[src/rtl/exec_muldiv_unit.sv]
// exec_muldiv_unit: multi-cycle multiply/divide unit holding the HI/LO registers.
// Iterative shift-add multiply and restoring divide over WIDTH steps; signed ops
// run on magnitudes and are sign-corrected in a single FIX cycle.
// Optional: define MULDIV_FAST_MUL_EN for a single-cycle combinational multiply.
module exec_muldiv_unit #(
    parameter int unsigned WIDTH = 32,
    parameter int unsigned CNT_W = 6
) (
    input  logic             clock,
    input  logic             reset,
    input  logic             start,
    input  logic [2:0]       op,
    input  logic [WIDTH-1:0] src_a,
    input  logic [WIDTH-1:0] src_b,
    input  logic             flush,
    output logic             busy,
    output logic             done,
    output logic             div_by_zero,
    output logic [WIDTH-1:0] hi,
    output logic [WIDTH-1:0] lo
);

    localparam logic [2:0] OpMult  = 3'b000;
    localparam logic [2:0] OpMultu = 3'b001;
    localparam logic [2:0] OpDiv   = 3'b010;
    localparam logic [2:0] OpDivu  = 3'b011;
    localparam logic [2:0] OpMthi  = 3'b100;
    localparam logic [2:0] OpMtlo  = 3'b101;

    typedef enum logic [2:0] {StIdle, StMul, StDiv, StFix, StDone} state_e;

    state_e           state_q;
    logic [CNT_W-1:0] cnt_q;
    // acc_hi_q/acc_lo_q: product high/low halves, or remainder/quotient when dividing
    logic [WIDTH-1:0] acc_hi_q, acc_lo_q, opnd_q;
    logic             neg_res_q, neg_rem_q, is_div_q, dbz_q;
    logic             busy_q, done_q, dbz_out_q;
    logic [WIDTH-1:0] hi_q, lo_q;

    logic             a_neg, b_neg;
    logic [WIDTH-1:0] a_mag, b_mag;
    logic [WIDTH:0]   mul_sum, div_trial;
    logic [2*WIDTH-1:0] prod_mag, prod_fix;
    logic [WIDTH-1:0] quot_fix, rem_fix;

    // Operand signs/magnitudes of the incoming request (op[0]=0 means signed)
    always_comb begin
        a_neg = ~op[0] & src_a[WIDTH-1];
        b_neg = ~op[0] & src_b[WIDTH-1];
        a_mag = a_neg ? -src_a : src_a;
        b_mag = b_neg ? -src_b : src_b;
    end

`ifdef MULDIV_FAST_MUL_EN
    logic [2*WIDTH-1:0] fast_prod;

    // Single-cycle product; sign-extend only for signed ops
    always_comb begin
        fast_prod = {{WIDTH{a_neg}}, src_a} * {{WIDTH{b_neg}}, src_b};
    end
`endif

    // One iteration step of each algorithm plus the sign-corrected results
    always_comb begin
        mul_sum   = {1'b0, acc_hi_q} + {1'b0, opnd_q & {WIDTH{acc_lo_q[0]}}};
        div_trial = {acc_hi_q, acc_lo_q[WIDTH-1]} - {1'b0, opnd_q};
        prod_mag  = {acc_hi_q, acc_lo_q};
        prod_fix  = neg_res_q ? -prod_mag : prod_mag;
        quot_fix  = neg_res_q ? -acc_lo_q : acc_lo_q;
        rem_fix   = neg_rem_q ? -acc_hi_q : acc_hi_q;
    end

    // Control FSM, datapath registers and registered outputs
    always_ff @(posedge clock or negedge reset) begin
        if (!reset) begin
            state_q   <= StIdle;
            cnt_q     <= '0;
            acc_hi_q  <= '0;
            acc_lo_q  <= '0;
            opnd_q    <= '0;
            neg_res_q <= 1'b0;
            neg_rem_q <= 1'b0;
            is_div_q  <= 1'b0;
            dbz_q     <= 1'b0;
            busy_q    <= 1'b0;
            done_q    <= 1'b0;
            dbz_out_q <= 1'b0;
            hi_q      <= '0;
            lo_q      <= '0;
        end else if (flush) begin
            state_q   <= StIdle;
            cnt_q     <= '0;
            busy_q    <= 1'b0;
            done_q    <= 1'b0;
            dbz_out_q <= 1'b0;
        end else begin
            unique case (state_q)
                StIdle, StDone: begin
                    state_q   <= StIdle;
                    busy_q    <= 1'b0;
                    done_q    <= 1'b0;
                    dbz_out_q <= 1'b0;
                    cnt_q     <= '0;
                    if (start) begin
                        case (op)
                            OpMult, OpMultu: begin
                                is_div_q <= 1'b0;
                                dbz_q    <= 1'b0;
                                busy_q   <= 1'b1;
`ifdef MULDIV_FAST_MUL_EN
                                acc_hi_q  <= fast_prod[2*WIDTH-1:WIDTH];
                                acc_lo_q  <= fast_prod[WIDTH-1:0];
                                neg_res_q <= 1'b0;
                                state_q   <= StFix;
`else
                                acc_hi_q  <= '0;
                                acc_lo_q  <= b_mag;
                                opnd_q    <= a_mag;
                                neg_res_q <= a_neg ^ b_neg;
                                state_q   <= StMul;
`endif
                            end
                            OpDiv, OpDivu: begin
                                is_div_q  <= 1'b1;
                                busy_q    <= 1'b1;
                                neg_res_q <= a_neg ^ b_neg;
                                neg_rem_q <= a_neg;
                                if (src_b == '0) begin
                                    // No iterations: HI takes the raw dividend
                                    dbz_q    <= 1'b1;
                                    acc_hi_q <= src_a;
                                    state_q  <= StFix;
                                end else begin
                                    dbz_q    <= 1'b0;
                                    acc_hi_q <= '0;
                                    acc_lo_q <= a_mag;
                                    opnd_q   <= b_mag;
                                    state_q  <= StDiv;
                                end
                            end
                            OpMthi:  hi_q <= src_a;
                            OpMtlo:  lo_q <= src_a;
                            default: ;
                        endcase
                    end
                end
                StMul: begin
                    // WIDTH steps at cnt 0..WIDTH-1, then one hand-off cycle at cnt=WIDTH
                    if (cnt_q == CNT_W'(WIDTH)) begin
                        cnt_q   <= '0;
                        state_q <= StFix;
                    end else begin
                        acc_hi_q <= mul_sum[WIDTH:1];
                        acc_lo_q <= {mul_sum[0], acc_lo_q[WIDTH-1:1]};
                        cnt_q    <= cnt_q + CNT_W'(1);
                    end
                end
                StDiv: begin
                    if (cnt_q == CNT_W'(WIDTH)) begin
                        cnt_q   <= '0;
                        state_q <= StFix;
                    end else begin
                        if (!div_trial[WIDTH]) begin
                            acc_hi_q <= div_trial[WIDTH-1:0];
                            acc_lo_q <= {acc_lo_q[WIDTH-2:0], 1'b1};
                        end else begin
                            acc_hi_q <= {acc_hi_q[WIDTH-2:0], acc_lo_q[WIDTH-1]};
                            acc_lo_q <= {acc_lo_q[WIDTH-2:0], 1'b0};
                        end
                        cnt_q <= cnt_q + CNT_W'(1);
                    end
                end
                StFix: begin
                    if (!is_div_q) begin
                        hi_q <= prod_fix[2*WIDTH-1:WIDTH];
                        lo_q <= prod_fix[WIDTH-1:0];
                    end else if (dbz_q) begin
                        hi_q <= acc_hi_q;
                        lo_q <= '1;
                    end else begin
                        hi_q <= rem_fix;
                        lo_q <= quot_fix;
                    end
                    busy_q    <= 1'b0;
                    done_q    <= 1'b1;
                    dbz_out_q <= is_div_q & dbz_q;
                    state_q   <= StDone;
                end
                default: state_q <= StIdle;
            endcase
        end
    end

    assign busy        = busy_q;
    assign done        = done_q;
    assign div_by_zero = dbz_out_q;
    assign hi          = hi_q;
    assign lo          = lo_q;

endmodule

[config.mk]
export PLATFORM = sky130hd
export DESIGN_NAME = exec_muldiv_unit
export DESIGN_NICKNAME = d
export VERILOG_FILES = /design/src/rtl/exec_muldiv_unit.sv
export SDC_FILE = /design/constraint.sdc
export NUM_CORES = 1
export LEC_CHECK = 0
export BUFFER_PORTS_ARGS = -buffer_cell sky130_fd_sc_hd__buf_2
export CORE_AREA = 2 2 263 200
export CTS_CLUSTER_DIAMETER = 100
export DETAILED_ROUTE_END_ITERATION = 6
export DIE_AREA = 0 0 265 202
export GPL_ROUTABILITY_DRIVEN = 0
export SYNTH_ARGS = -nofsm -noshare
export SYNTH_HDL_FRONTEND = slang
export SYNTH_SLANG_ARGS = --single-unit
[constraint.sdc]
create_clock -name clock -period 3.6 [get_ports clock]
set_input_delay 0.36 -clock clock [delete_from_list [all_inputs] [get_ports clock]]
set_output_delay 0.36 -clock clock [all_outputs]
set_load 0.005 [all_outputs]
==> results of run 1 <==
## power by group
part | leakage (nW) | internal, mW | switching (mW)
registers | 2.20 | 2.51 | 0.525
clock network | 0.281 | 1.01 | 0.939
logic | 5.42 | 3.24 | 4.28
## metrics by stage
| stage | setup slack (ns) | hold slack, ns | instances | setup TNS, ns | instance area [um^2] |
|---|---|---|---|---|---|
| after CTS | 0.00236 | 0.193 | 2821 | 0 | 18100 |
| after global routing | -0.0572 | 0.231 | 2824 | -0.0968 | 18200 |
| after detailed placement | -0.233 | 0.450 | 2788 | -2.17 | 17500 |
| after floorplan | 0.0320 | 0.0644 | 1942 | 0 | 15100 |
| after global placement | -0.0778 | 0.440 | 2788 | -0.338 | 17500 |
| final | 0.0743 | 0.208 | 2827 | 0 | 18200 |
## synthesized netlist by cell type, types with 4 or more instances
cell type / number
a211oi_1: 18
a21boi_0: 7
a21o_1: 35
a21oi_1: 170
a221oi_1: 26
a222oi_1: 21
a22oi_1: 23
a311oi_1: 4
a31oi_1: 16
and2_1: 8
and3_1: 15
buf_6: 5
clkbuf_1: 104
dfrtp_1: 176
ha_1: 70
inv_1: 69
mux2_2: 20
mux2i_1: 20
nand2_1: 208
nand2b_1: 25
nand3_1: 27
nand4_1: 9
nor2_1: 192
nor2b_1: 13
nor3_1: 37
nor4_1: 15
o211ai_1: 12
o21a_1: 17
o21ai_0: 219
o21bai_1: 7
o221ai_1: 4
o22ai_1: 38
o31ai_1: 23
o41ai_1: 12
or2_2: 9
or3_1: 12
or4_1: 12
xnor2_1: 108
xor2_1: 70
## what timing repair did
action / 4_1_cts / 5_1_grt
endpoints found under the hold margin: 67 / 0
buffers inserted: 0 / 3
hold buffers: 1 / 0
pin swaps: 0 / 14
gates resized for setup: 5 / 22
setup endpoints to repair: 23 / 26
## worst max-delay path: stages, from the launching register on
cell and delay (ns):
dfrtp_1 0.43, and2_1 0.16, ha_1 0.18, inv_1 0.07, fa_1 0.40, nand2b_1 0.20
a21oi_2 0.21, nor4_1 0.10, o21a_2 0.27, o31ai_4 0.23, a41o_1 0.27, o31a_1 0.17
nand2b_1 0.07, a2111oi_1 0.39, buf_4 0.17, o32a_1 0.13
## per-layer routing
metal,part of all wire (%),up-vias
met2,40,1088
li1,-,7453
met1,42,7870
met3,14,139
met4,4.0,4
met5,0.040,-
## state kept, by name, indices dropped and copies added, names as in the netlist
name / cells
acc_hi_q: 32
busy: 1
hi: 32
done: 1
is_div_q: 1
div_by_zero: 1
dbz_q: 1
state_q: 3
cnt_q: 6
neg_res_q: 1
neg_rem_q: 1
acc_lo_q: 32
opnd_q: 32
lo: 32
## worst paths after layout
| kind | endpoint | slack [ns] | cells past startpoint |
|---|---|---|---|
| worst max-delay path | acc_hi_q[31]$_DFFE_PN0P_ | 0.07 | 15 |
| worst min-delay path | state_q[1]$_DFFE_PN0P_ | 0.21 | 3 |
| worst max register to register | acc_hi_q[31]$_DFFE_PN0P_ | 0.07 | 15 |
| worst min register to register | hi[6]$_DFFE_PN0P_ | 0.47 | 2 |
| max in group asynchronous | lo[23]$_DFFE_PN0P_ | 2.06 | 3 |
| min in group asynchronous | hi[19]$_DFFE_PN0P_ | 0.50 | 2 |
## cell type report
class / instances / area (um^2) / area share, %
clock buffers: 20 / 457 / 2.51
well taps: 666 / 833 / 4.58
repair buffers: 306 / 2020 / 11.1
diodes: 3 / 7.51 / 0.0413
flip-flops and latches: 176 / 4400 / 24.2
inverters: 69 / 259 / 1.42
multi-input cells: 1575 / 10100 / 55.5
clock inverters: 12 / 121 / 0.667
## cell families after synthesis
kind of cell | count (synthesis) | synth area share, %
AND/OR/NAND/NOR | 603 | 18.3
adder cells (fa/ha/maj) | 72 | 6.06
multiplexers | 40 | 2.82
flip-flops | 176 | 29.1
buffers and inverters | 191 | 5.22
AO/OA/AOI/OAI | 682 | 28.1
XOR/XNOR | 178 | 10.3
==> qor.csv, run 1 <==
stage,metric,value,unit
grt,grt_start_max_net_pins,74,
worst_setup_path,worstPathArrival,3.94,ns
drt,postRouteAntennaNets,0,
sta,slew_viol_final,0,
logic_synthesis,synth_cell_type_count,78,
grt,gr-usage-met3,8.20,%
sta,tightestPinTransition,1.21,ns
logic_synthesis,synth_top_area_cell,dfrtp_1,
die,die_area,0.0535,mm^2
cells_and_area,layout_common_cells,"o21ai_0, nand2_1, nor2_1, dfrtp_1, a21oi_1",
worst_setup_path,cp_max_fo,4,
sta,hold_viol_final,0,
grt,grt_pass1_wl,96900,um
grt,overflow,0,
logic_synthesis,synth_nets,2085,
clock_tree,clock-sinks,176,
drt,wl,65300,um
clock_tree,clk_pin_slew_worst_paths,0.08,ns
power,p_leak,7.90,nW
logic_synthesis,yosysWarnings,0,
cells_and_area,drive_above_1_share,19.0,%
power,p_total,12.5,mW
grt,met1_usage,33.7,%
placement,io_buffers,137,
cells_and_area,nFillCells,5340,
worst_hold_path,min_from,start,
sta,rsz0062_at_grt,true,
clock_tree,cts_buffer_depth,2,
worst_hold_path,hold_class,in2reg,
die,rows,72,
worst_setup_path,worstReg2RegStart,acc_lo_q[0]$_DFFE_PN0P_,
die,start_util,29.6,%
logic_synthesis,netlist_instances,1942,
logic_synthesis,synth_edf_count,0,
sta,finClkSkew,0.0162,ns
sta,fmax,0.284,GHz
grt,gr-usage-all-layers,24.0,%
grt,grt_pass1_vias,15200,
sta,post-route-period-util,97.9,%
clock_tree,numCtsBuffers,17,
cells_and_area,synthToLayoutAreaGrowth,20.4,%
die,die_w,265,um
power,p_per_area,687,mW/mm^2
worst_setup_path,crit_path_end_kind,flip-flop,
grt,busiest_layer,met1,
logic_synthesis,yosysSeqAreaShare,29.1,%
logic_synthesis,syn_area_per_cell,7.78,um^2
clock_tree,cts_root_buffer,clkbuf_16,
sta,max_slew_margin,19.5,%
drt,num_vias,16600,
cells_and_area,final_common_cell,o21ai_0,
clock_tree,clock_latency,0.48,ns
run,drv_cap,0,
logic_synthesis,yosysTopAreaCellShare,29.1,%
grt,antenna_found_initial,5,
logic_synthesis,synth-main-ff-cell,dfrtp_1,
clock_tree,cts_tree,done,
grt,met2_usage,32.9,%
placement,dp_hpwl,50100,um
logic_synthesis,synthArstFlopShare,100,%
outcome,status,finished clean,
worst_setup_path,critPathLaunchType,flip-flop,
cells_and_area,fin_nets,2288,
drt,route.detailed.drc,0,
power,ir_drop,362,uV
worst_setup_path,critical_path_required,4.02,ns
die,ios,138,
sta,fin_crit,3.53,ns
cells_and_area,post-route-util,35.7,%
drt,drt_pre_antenna_iters,7,
logic_synthesis,ys_ff_latch,176,
drt,drtIter0Drc,2260,
worst_setup_path,crit_type,reg2reg,
drt,via_per_inst,5.86,
die,coreArea,0.0510,mm^2
clock_tree,htreeDepth,4,
worst_setup_path,crit_start,acc_lo_q[0]$_DFFE_PN0P_,
sta,setup_viol,0,
logic_synthesis,syn_area,0.0151,mm^2
die,die_h,202,um
drt,wire_per_inst,23.1,um
logic_synthesis,synthTopCellsByArea,"dfrtp_1, o21ai_0, xnor2_1",
Power figures use the tool's default switching activity.
==> inputs of run 2 (changes only) <==
--- a/config.mk
+++ b/config.mk
@@ -5,12 +5,16 @@
 export SDC_FILE = /design/constraint.sdc
 export NUM_CORES = 1
 export LEC_CHECK = 0
+export ABC_AREA = 0
 export BUFFER_PORTS_ARGS = -buffer_cell sky130_fd_sc_hd__buf_2
+export CELL_PAD_IN_SITES_DETAIL_PLACEMENT = 0
+export CELL_PAD_IN_SITES_GLOBAL_PLACEMENT = 1
 export CORE_AREA = 2 2 263 200
 export CTS_CLUSTER_DIAMETER = 100
 export DETAILED_ROUTE_END_ITERATION = 6
 export DIE_AREA = 0 0 265 202
 export GPL_ROUTABILITY_DRIVEN = 0
+export PLACE_DENSITY_LB_ADDON = 0.1
 export SYNTH_ARGS = -nofsm -noshare
 export SYNTH_HDL_FRONTEND = slang
 export SYNTH_SLANG_ARGS = --single-unit
==> qor.csv, run 2 (synthesis gave the netlist of run 1 again) <==
stage,metric,value,unit,change
cells_and_area,drive_above_1_share,20.3,%,+1.3 points
worst_hold_path,hold_class,in2reg,,
sta,hold_slack,0.223,ns,+0.0149 ns
power,p_int,6.90,mW,+2.1%
sta,fmax,0.280,GHz,-1.3%
sta,tightestPinTransition,1.05,ns,-0.159 ns
clock_tree,clock-sinks,176,,unchanged
die,die_h,202,um,unchanged
grt,grt_start_max_net_pins,65,,-12%
drt,num_vias,15900,,-3.9%
die,rows,72,,unchanged
cells_and_area,multiInputGateArea,0.0102,mm^2,+0.71%
worst_setup_path,crit_path_end_kind,flip-flop,,
worst_hold_path,holdPathStages,3,,unchanged
sta,finClkSkew,0.0171,ns,+0.000856 ns
die,ios,138,,unchanged
cells_and_area,final_common_cell,o21ai_0,,
grt,overflow,0,,unchanged
clock_tree,htreeDepth,4,,unchanged
run,drv_cap,0,,unchanged
drt,via_per_inst,5.60,,-4.3%
die,start_util,29.6,%,unchanged
drt,wl,73800,um,+13%
clock_tree,cts_tree,done,,
sta,max_slew_margin,29.5,%,+9.9 points
power,p_leak,8.03,nW,+1.7%
worst_setup_path,cp_max_fo,4,,unchanged
drt,postRouteAntennaNets,0,,unchanged
clock_tree,cts_root_buffer,clkbuf_16,,
grt,gr-usage-all-layers,27.5,%,+3.5 points
clock_tree,clk_pin_slew_worst_paths,0.08,ns,about the same
outcome,status,finished clean,,
placement,pre_cts_ws,-0.134,ns,+0.0997 ns
cells_and_area,synthToLayoutAreaGrowth,22.4,%,
cells_and_area,nFillCells,5436,,+1.8%
sta,finalWorstSetupSlack,0.0262,ns,-0.0481 ns
power,p_switching,5.94,mW,+3.3%
power,seqPwrFrac,23.7,%,-0.6 points
grt,grt_pass1_wl,107000,um,+11%
worst_setup_path,worstReg2RegStart,acc_lo_q[0]$_DFFE_PN0P_,,
sta,hold_viol_final,0,,unchanged
worst_hold_path,min_to,state_q[1]$_DFFE_PN0P_,,
power,swShare,46.2,%,+0.29 points
power,p_total,12.8,mW,+2.7%
worst_setup_path,r2r-end,hi[25]$_DFFE_PN0P_,,
worst_setup_path,crit_start,acc_lo_q[0]$_DFFE_PN0P_,,
clock_tree,cts_buffer_depth,2,,unchanged
power,ir_drop,351,uV,-2.9%
power,power_frac_comb,59.8,%,-0.3 points
cells_and_area,layout_common_cells,"o21ai_0, nand2_1, nor2_1, dfrtp_1, buf_4",,
clock_tree,numCtsBuffers,17,,unchanged
sta,post-route-period-util,99.3,%,+1.3 points
worst_setup_path,critical_path_required,3.98,ns,-0.04 ns
grt,antenna_found_initial,6,,+1
drt,drtIter0Drc,1691,,-25%
die,coreArea,0.0510,mm^2,unchanged
worst_setup_path,crit_type,reg2reg,,
power,pwr-share-clk,16.5,%,+0.9 points
power,p_per_area,694,mW/mm^2,+1.0%
sta,rsz0062_at_grt,true,,
grt,grt_pass1_vias,15600,,+2.1%
worst_setup_path,r2r_cells,11,,-4
worst_hold_path,min_from,start,,
worst_setup_path,r2r_slack,0.03,ns,-0.05 ns
drt,wire_per_inst,26.0,um,+12%
cells_and_area,seqCellArea,0.00441,mm^2,about the same
sta,fin_crit,3.57,ns,+0.0481 ns
sta,tns,0,ns,unchanged
die,die_w,265,um,unchanged
placement,dp_hpwl,57500,um,+15%
placement,io_buffers,137,,unchanged
drt,route.detailed.drc,0,,unchanged
worst_setup_path,critPathLaunchType,flip-flop,,
worst_setup_path,worstPathArrival,3.96,ns,+0.02 ns
clock_tree,clock_latency,0.48,ns,about the same
sta,slew_viol_final,0,,unchanged
sta,setup_viol,0,,unchanged
cells_and_area,fin_nets,2304,,+0.70%
drt,drt_pre_antenna_iters,7,,unchanged
die,die_area,0.0535,mm^2,unchanged
## run 2: power groups by stage
| stage | clock network [mW] | registers, mW | logic (mW) |
|---|---|---|---|
| after detailed placement | 0 | 3.07 | 7.39 |
| after global routing | 2.24 | 3.13 | 8.36 |
| after floorplan | 0 | 3.02 | 4.49 |
| after CTS | 2.16 | 3.04 | 7.45 |
| after global placement | 0 | 3.06 | 7.43 |
| final | 2.12 | 3.04 | 7.68 |
## run 2: worst max-delay path by stage
stage	depth (start not counted)	end	slack [ns]
global placement	12	acc_lo_q[25]$_DFFE_PN0P_	-0.13
detailed placement	12	acc_lo_q[25]$_DFFE_PN0P_	-0.13
CTS	16	acc_hi_q[23]$_DFFE_PN0P_	0.004
global route	15	acc_hi_q[31]$_DFFE_PN0P_	-0.11
finish	11	hi[25]$_DFFE_PN0P_	0.03
floorplan	14	acc_hi_q[31]$_DFFE_PN0P_	0.03
## run 2: final cells by class
type	count	share of cell area, %
flip-flops and latches	176	23.8
multi-input cells	1575	55.0
clock inverters	15	1.16
diodes	1	0.0135
inverters	69	1.40
clock buffers	17	2.30
repair buffers	322	11.8
well taps	666	4.51
## run 2: timing repair
action	in CTS	in global routing
gates cloned	0	0
hold buffers	1	0
setup endpoints to repair	14	27
hold endpoints to repair	54	0
pin swaps	2	10
gates resized for setup	7	39
setup buffers	0	3
## run 2: critical path: stages, from the launching register on
cell and delay (ns):
dfrtp_2 0.45, buf_4 0.16, or3_4 0.37, or4_4 0.51, or3_4 0.41, or3_4 0.37, nor2_4 0.15, a22oi_2 0.09
or3_4 0.39, o41ai_4 0.24, xor2_1 0.10, a211oi_1 0.23
## run 2: through the flow
step           instances  utilization [%]  instance area, um^2
5_1_grt             2840             36.3                18500
6_report            2841             36.3                18500
4_1_cts             2837             36.0                18300
2_1_floorplan       1942                -                15100
3_5_place_dp        2804             34.6                17600
3_3_place_gp        2804             34.6                17600
## run 2: layer usage
| metal | share of wire, % | track usage, % | wire length (um) | vias to the layer above |
|---|---|---|---|---|
| met5 | 0.018 | 0 | 13 | - |
| li1 | - | - | - | 7480 |
| met3 | 7.6 | 6.70 | 5640 | 90 |
| met2 | 43 | 41.3 | 31700 | 554 |
| met4 | 3.2 | 8.74 | 2350 | 2 |
| met1 | 46 | 38.6 | 34100 | 7789 |
